==> src/rtl/fetch_pkg.sv <==
// Shared types and default sizing for the instruction fetch sequencer.
package fetch_pkg;

    localparam int unsigned IW_DEFAULT        = 9;
    localparam int unsigned RAS_DEPTH_DEFAULT = 4;

    typedef enum logic [1:0] {
        IDLE = 2'd0,
        RUN  = 2'd1,
        DONE = 2'd2
    } state_t;

endpackage

==> src/rtl/ret_stack.sv <==
// Return-address stack: LIFO with full/empty flags and synchronous clear.
module ret_stack #(
    parameter int unsigned DEPTH = 4,
    parameter int unsigned W     = 9
) (
    input  logic         clk,
    input  logic         clear,
    input  logic         push,
    input  logic         pop,
    input  logic [W-1:0] din,
    output logic [W-1:0] dout,
    output logic         full,
    output logic         empty
);

    localparam int unsigned AW = (DEPTH > 1) ? $clog2(DEPTH) : 1;
    localparam int unsigned CW = $clog2(DEPTH + 1);

    logic [W-1:0]  mem [DEPTH];
    logic [CW-1:0] count;

    assign full  = (count == CW'(DEPTH));
    assign empty = (count == '0);
    // Top-of-stack is the most recent push; only meaningful when not empty.
    assign dout  = mem[AW'(count - CW'(1))];

    always_ff @(posedge clk) begin
        if (clear) begin
            count <= '0;
        end else if (push && !full) begin
            mem[AW'(count)] <= din;
            count           <= count + CW'(1);
        end else if (pop && !empty) begin
            count <= count - CW'(1);
        end
    end

endmodule

==> src/rtl/fetch_sequencer.sv <==
// Instruction fetch sequencer: drives the ROM address with branch, jump,
// call/return and stall/halt control, using a small return-address stack.
module fetch_sequencer
    import fetch_pkg::*;
#(
    parameter int unsigned IW        = IW_DEFAULT,
    parameter int unsigned RAS_DEPTH = RAS_DEPTH_DEFAULT
) (
    input  logic          CLK,
    input  logic          Reset,
    input  logic          Start,
    input  logic          Stall,
    input  logic          Halt,
    input  logic          BranchTaken,
    input  logic [7:0]    BranchOffset,
    input  logic          JumpEn,
    input  logic          CallEn,
    input  logic          RetEn,
    input  logic [IW-1:0] JumpTarget,
    output logic [IW-1:0] InstAddress,
    output logic          InstValid,
    output logic          Done,
    output logic          RasErr
);

    state_t        state;
    logic [IW-1:0] pc;
    logic [IW-1:0] pc_inc;
    logic [IW-1:0] pc_br;
    logic [IW-1:0] ras_top;
    logic          ras_full;
    logic          ras_empty;
    logic          ras_clear;
    logic          ras_push;
    logic          ras_pop;
    logic          run_go;

    assign pc_inc = pc + IW'(1);
    assign pc_br  = pc + IW'($signed(BranchOffset));

    // Control inputs only act in an unstalled, non-halting RUN cycle.
    assign run_go    = (state == RUN) && !Halt && !Stall;
    assign ras_pop   = run_go && RetEn && !ras_empty;
    assign ras_push  = run_go && !RetEn && CallEn && !ras_full;
    assign ras_clear = Reset || ((state != RUN) && Start);

    assign InstAddress = pc;
    assign InstValid   = (state == RUN) && !Stall;

    ret_stack #(
        .DEPTH (RAS_DEPTH),
        .W     (IW)
    ) u_ras (
        .clk   (CLK),
        .clear (ras_clear),
        .push  (ras_push),
        .pop   (ras_pop),
        .din   (pc_inc),
        .dout  (ras_top),
        .full  (ras_full),
        .empty (ras_empty)
    );

    always_ff @(posedge CLK) begin
        if (Reset) begin
            state  <= IDLE;
            pc     <= '0;
            Done   <= 1'b0;
            RasErr <= 1'b0;
        end else begin
            case (state)
                IDLE, DONE: begin
                    if (Start) begin
                        state  <= RUN;
                        pc     <= '0;
                        Done   <= 1'b0;
                        RasErr <= 1'b0;
                    end
                end
                RUN: begin
                    if (Halt) begin
                        state <= DONE;
                        Done  <= 1'b1;
                    end else if (!Stall) begin
                        if (RetEn) begin
                            if (ras_empty) begin
                                pc     <= pc_inc;
                                RasErr <= 1'b1;
                            end else begin
                                pc <= ras_top;
                            end
                        end else if (CallEn) begin
                            pc <= JumpTarget;
                            if (ras_full) begin
                                RasErr <= 1'b1;
                            end
                        end else if (JumpEn) begin
                            pc <= JumpTarget;
                        end else if (BranchTaken) begin
                            pc <= pc_br;
                        end else begin
                            pc <= pc_inc;
                        end
                    end
                end
                default: begin
                    state <= IDLE;
                    pc    <= '0;
                    Done  <= 1'b0;
                end
            endcase
        end
    end

endmodule

==> config.mk <==
export PLATFORM = sky130hd
export DESIGN_NAME = fetch_sequencer
export DESIGN_NICKNAME = d
export VERILOG_FILES = /design/src/rtl/fetch_pkg.sv /design/src/rtl/ret_stack.sv /design/src/rtl/fetch_sequencer.sv
export SDC_FILE = /design/constraint.sdc
export NUM_CORES = 1
export LEC_CHECK = 0
export CAP_MARGIN = 5
export CORE_ASPECT_RATIO = 0.7
export CORE_MARGIN = 1
export CORE_UTILIZATION = 59
export DETAILED_ROUTE_END_ITERATION = 8
export PLACE_DENSITY = 0.85
export SYNTH_ARGS = -nofsm -noshare
export SYNTH_HDL_FRONTEND = slang
export SYNTH_SLANG_ARGS = --single-unit
==> constraint.sdc <==
create_clock -name CLK -period 3.4 [get_ports CLK]
set_input_delay 0.68 -clock CLK [delete_from_list [all_inputs] [get_ports CLK]]
set_output_delay 0.68 -clock CLK [all_outputs]
set_load 0.05 [all_outputs]
Yosys cells after proc, flatten, opt, wreduce, memory -nomap -nowiden. Memory sizes are Yosys's and may differ from the RTL's. Index checks and enable logic that the tools add are counted.

Register bits: 16. Bits in latches: 0. Memory bits (writable): 36. ROM bits: 0. Input bits: 26. Memories: 1.

Memory list: u_ras.mem (words 4, width 9, read ports 1, clocked after Yosys merged registers in 0, wr ports 1, line ret_stack.sv:19) `logic [W-1:0] mem [DEPTH];`.

$add $sub $neg: 4. Multiply operators: 0. Divide/modulo/power cells: 0. Magnitude comparators: 0. Equal/unequal tests: 11. Shift-type cells: 0. Muxes and demuxes: 27. Bitwise logic cells: 0. Reductions and logical operators: 25.

Operators by type and width (number): 9-bit 2-to-1 mux (8); 9-bit case mux with 2 select lines (1); 1-bit logical AND (11); 1-bit 2-to-1 mux (11); 9-bit by 1-bit adder with 9-bit output, second input constant (1); 9-bit adder (1); 2-bit != test, second input constant (4); 7-bit AND reduction (1); 3-bit 2-to-1 mux (2); 3-bit by 2-bit != test with 1-bit output, second input constant (2); 1-bit logical NOT (5); 2-bit 2-to-1 mux (2); 1-bit case mux with 2 select lines (2); 2-bit case mux with 2 select lines (1); 2-bit nonzero test (2); 3-bit by 1-bit adder with 3-bit output, second input constant (1); 3-bit == test, second input constant (1); 3-bit logical NOT (1); 3-bit != test, second input constant (1); 3-bit AND reduction (1); 3-bit by 1-bit subtractor with 3-bit output, second input constant (1); 2-bit by 1-bit == test with 1-bit output, second input constant (1); 2-bit == test, second input constant (1); 2-bit logical NOT (1); other kinds (4) (4).

Longest topological paths before layout.
Depth in word-level cells: 10. Mapped depth: 9.

Hierarchy. Synthesis repeated with hierarchy kept, for this count alone.

Cell total of the unflattened synthesis: 273. Area, all modules: 3007.9 sq um.

Modules (own cells, without submodules): ret_stack (instances 1, cells an instance 80, area each 1576.5 sq um, seq. area each 1141.1 sq um); fetch_sequencer (instances 1, cells an instance 193, area each 1431.4 sq um, seq. area each 240.2 sq um).

Worst setup path before layout. Ideal clock, no wire load.

Path kind: input -> register. From: in BranchOffset[0]. To: reg pc[8] (netlist: InstAddress[8]). Arrival time: 2.332 ns. Slack: 1.007 ns. Stages on the path: 7. Cell sequence: ha_1 > fa_1 > a211oi_1 > o211ai_1 > and4_1 > o41ai_2 > a22o_1.

Cells in the longest elaborated chain, start to end: 8.

Ends and longest elaborated chain: start, declared (line fetch_sequencer.sv:15) `input logic [7:0] BranchOffset,`; 9-bit adder (line fetch_sequencer.sv:39) `assign pc_br = pc + IW'($signed(BranchOffset));`; 9-bit 2-to-1 mux (line fetch_sequencer.sv:99) `end else if (BranchTaken) begin`; 9-bit 2-to-1 mux (line fetch_sequencer.sv:97) `end else if (JumpEn) begin`; 9-bit 2-to-1 mux (line fetch_sequencer.sv:92) `end else if (CallEn) begin`; 9-bit 2-to-1 mux (line fetch_sequencer.sv:85) `if (RetEn) begin`; 9-bit 2-to-1 mux (line fetch_sequencer.sv:84) `end else if (!Stall) begin`; 9-bit 2-to-1 mux (line fetch_sequencer.sv:81) `if (Halt) begin`; 9-bit case mux with 2 select lines (line fetch_sequencer.sv:71) `case (state)`; end signal, assigned (line fetch_sequencer.sv:87) `pc <= pc_inc;`; end signal, assigned (line fetch_sequencer.sv:90) `pc <= ras_top;`; end signal, assigned (line fetch_sequencer.sv:93) `pc <= JumpTarget;`; end, declared (line fetch_sequencer.sv:27) `logic [IW-1:0] pc;`.

Every way passes these cells. The select of a mux whose other input is x is not followed. A chain may end at the register's enable or synchronous reset.

Worst setup path after layout.
From: in Stall. To: out InstValid.

Cells in the longest elaborated chain, start to end: 2.

Ends and longest elaborated chain: start, declared (line fetch_sequencer.sv:12) `input logic Stall,`; 1-bit logical NOT; 1-bit logical AND (line fetch_sequencer.sv:48) `assign InstValid = (state == RUN) && !Stall;`; end, declared (line fetch_sequencer.sv:21) `output logic InstValid,`.

Every way passes these cells.

==> results.py <==
metrics = {
    "status": {
        "status": "finished clean",
    },
    "setup_path": {
        "worstPathRequired_ns": 2.72,
        "crit_arrival_ns": 2.09,
        "critical_path.endpoint_type": "output pin",
        "critPathKind": "input pin to output pin",
        "startpoint_type": "input pin",
        "critPathMaxFanout": 4,
        "r2r_slack_ns": 1.03,
    },
    "synthesis": {
        "synth_warnings": 0,
        "synth_most_common_cell": "edfxtp_1",
        "synthFlopType": "edfxtp_1",
        "syn_area_um2": 2910,
        "yosys.area.top_type_share_pct": 37.1,
        "synth_area_leaders": "edfxtp_1, dfxtp_1, mux4_2, ha_1, nor2_1",
        "ys_ff_latch": 51,
        "synth_fp_nets": 299,
        "postSynth.asyncResetShare_pct": 0,
        "synth_edf_count": 36,
        "yosys.area.top_type": "edfxtp_1",
        "synth_cells": 258,
        "netlist-cell-type-count": 51,
        "avgSynthCellArea_um2": 11.3,
        "synth.cells.most_frequent": "edfxtp_1, nor2_1, a21oi_1, dfxtp_1, ha_1",
        "seq_area_frac_synth_pct": 47.4,
    },
    "sta": {
        "hold_slack_ns": 0.529,
        "worstMarginPinSlew_ns": 0.661,
        "rsz0062_at_grt": "no",
        "min_period_ns": 2.77,
        "setup_slack_ns": 0.632,
        "hold_violations": 0,
        "post-route-period-util_pct": 81.4,
        "setup_viol": 0,
        "tns_ns": 0,
        "maxSlewHeadroom_pct": 55.8,
        "fmax_ghz": 0.361,
        "finalClockSkew_ns": 0.00585,
        "drv_slew": 0,
    },
    "place": {
        "io_buffers": 37,
        "place_ws_ns": 0.412,
        "placed_area_um2": 3360,
        "place.gp.congestion": 0.849,
        "hpwlAfterDp_um": 4950,
    },
    "clock_network": {
        "clk_path_buf_depth": 2,
        "cts_hold_buf": 0,
        "worstSkewPairLatency_ns": 0.31,
        "cts-resized-gates": 0,
        "cts_tree": "built",
        "cts_made_buffers": 5,
        "htree_levels": 2,
        "cts_setup_buffers": 0,
        "cts_root_buf": "clkbuf_8",
        "clkSlewWorstSetupHoldPaths_ns": 0.09,
        "cts_sinks": 51,
    },
    "layout": {
        "drive_gt1_share_pct": 9.40,
        "syn2layout_area_growth_pct": 18.1,
        "fin_util_pct": 76.0,
        "fin_nets": 338,
        "fin_area_um2": 3440,
        "n_antenna_cell": 0,
    },
    "grt": {
        "grt_pass1_wl_um": 10600,
        "grt_max_degree": 16,
        "antenna_found_initial": 0,
        "grt.total_usage_pct": 28.1,
        "grt_overflow_total": 0,
        "grt_pass1_vias": 2113,
    },
    "pwr": {
        "p_per_area_nw_per_um2": 336,
        "power.leakage_nw": 1.26,
        "vdd_ir_drop_max_mv": 0.237,
    },
    "detailed_routing": {
        "drt-vias-per-instance": 6.27,
        "routed-via-count": 2284,
        "drc_errors": 0,
        "ant_nets": 0,
        "routed_wl_um": 6720,
        "firstDrtPassIters": 5,
        "wire_per_inst_um": 18.5,
        "drt_first_iter_violations": 279,
    },
    "floorplan": {
        "dieHeight_um": 60.8,
        "die_x_um": 86,
        "rows": 20,
        "die_area_um2": 5230,
        "core-area_um2": 4530,
        "pin_count": 38,
        "initial_core_util_pct": 64.3,
    },
    "hold_path": {
        "min_path_type": "register to register",
    },
    "flow_run": {
        "maxCapViolations": 0,
    },
}
==> per-layer routing <==
layer,share of wire (%),global-route usage [%]
met1,45,39.1
met2,45,44.7
met3,7.8,4.90
met4,1.7,11.9
met5,0,0
==> power by group <==
part	switching, W	leakage, nW	internal (W)	total [W]
Clock	0.000196	0.0412	0.000144	0.000340
Combinational	0.0000799	0.716	0.0000665	0.000146
Sequential	0.00000607	0.503	0.000662	0.000668
Total	0.000282	1.26	0.000873	0.00115
==> kinds of logic after synthesis <==
family                     synth area share (%)
AOI/OAI and AO/OA                          16.5
xor gates and xnor gates                   3.31
adders and majority gates                  6.70
buffers and inverters                      2.58
DFF                                        47.4
muxes                                      8.72
and+or+nand+nor                            14.8
==> sequential cells by signal, indices dropped and copies added, names as in the netlist <==
name         flops
Done             1
RasErr           1
InstAddress      9
u_ras.count      3
state            1
u_ras.mem       36
==> worst paths after layout <==
check                               from                     endpoint  cells past startpoint
max reg2reg  InstAddress[0]$_SDFFE_PP0P_  InstAddress[8]$_SDFFE_PP0P_                      7
max                                Stall                    InstValid                      3
min reg2reg          RasErr$_SDFFE_PP0P_          RasErr$_SDFFE_PP0P_                      2
min                  RasErr$_SDFFE_PP0P_          RasErr$_SDFFE_PP0P_                      2
==> final cells by class <==
type	count	area, µm²
clock inverters	2	12.5
well taps	66	82.6
fillers	314	1090
repair buffers	41	400
inverters	9	33.8
multi-input cells	189	1460
clock buffers	6	72.6
flip-flops and latches	51	1380
==> worst max-delay path: stages <==
cell,delay [ns]
clkdlybuf4s50_1,0.47
nor2_1,0.13
clkdlybuf4s50_1,0.81
==> metrics by stage <==
stage / cells / power (W)
4_1_cts: 364 / 0.00116
2_1_floorplan: 258 / 0.000764
5_1_grt: 364 / 0.00119
6_report: 364 / 0.00115
3_3_place_gp: 356 / 0.000823
3_5_place_dp: 356 / 0.000826
==> cells in the final DEF, fill, tap and decap left out, drive strengths merged, types with 5 or more instances in the layout <==
cell | netlist | routed
a21oi | 15 | 15
o221ai | 5 | 5
ha | 14 | 14
mux4 | 9 | 9
nor2 | 22 | 22
dfxtp | 15 | 15
clkdlybuf4s50 | 0 | 37
and2 | 5 | 5
o21ai | 13 | 13
a211oi | 7 | 7
clkbuf | 3 | 6
nand3 | 9 | 9
nor3 | 5 | 5
edfxtp | 36 | 36
nand2 | 13 | 13
xnor2 | 7 | 7
inv | 9 | 9
Note: power is estimated with default switching activity, not from simulation.
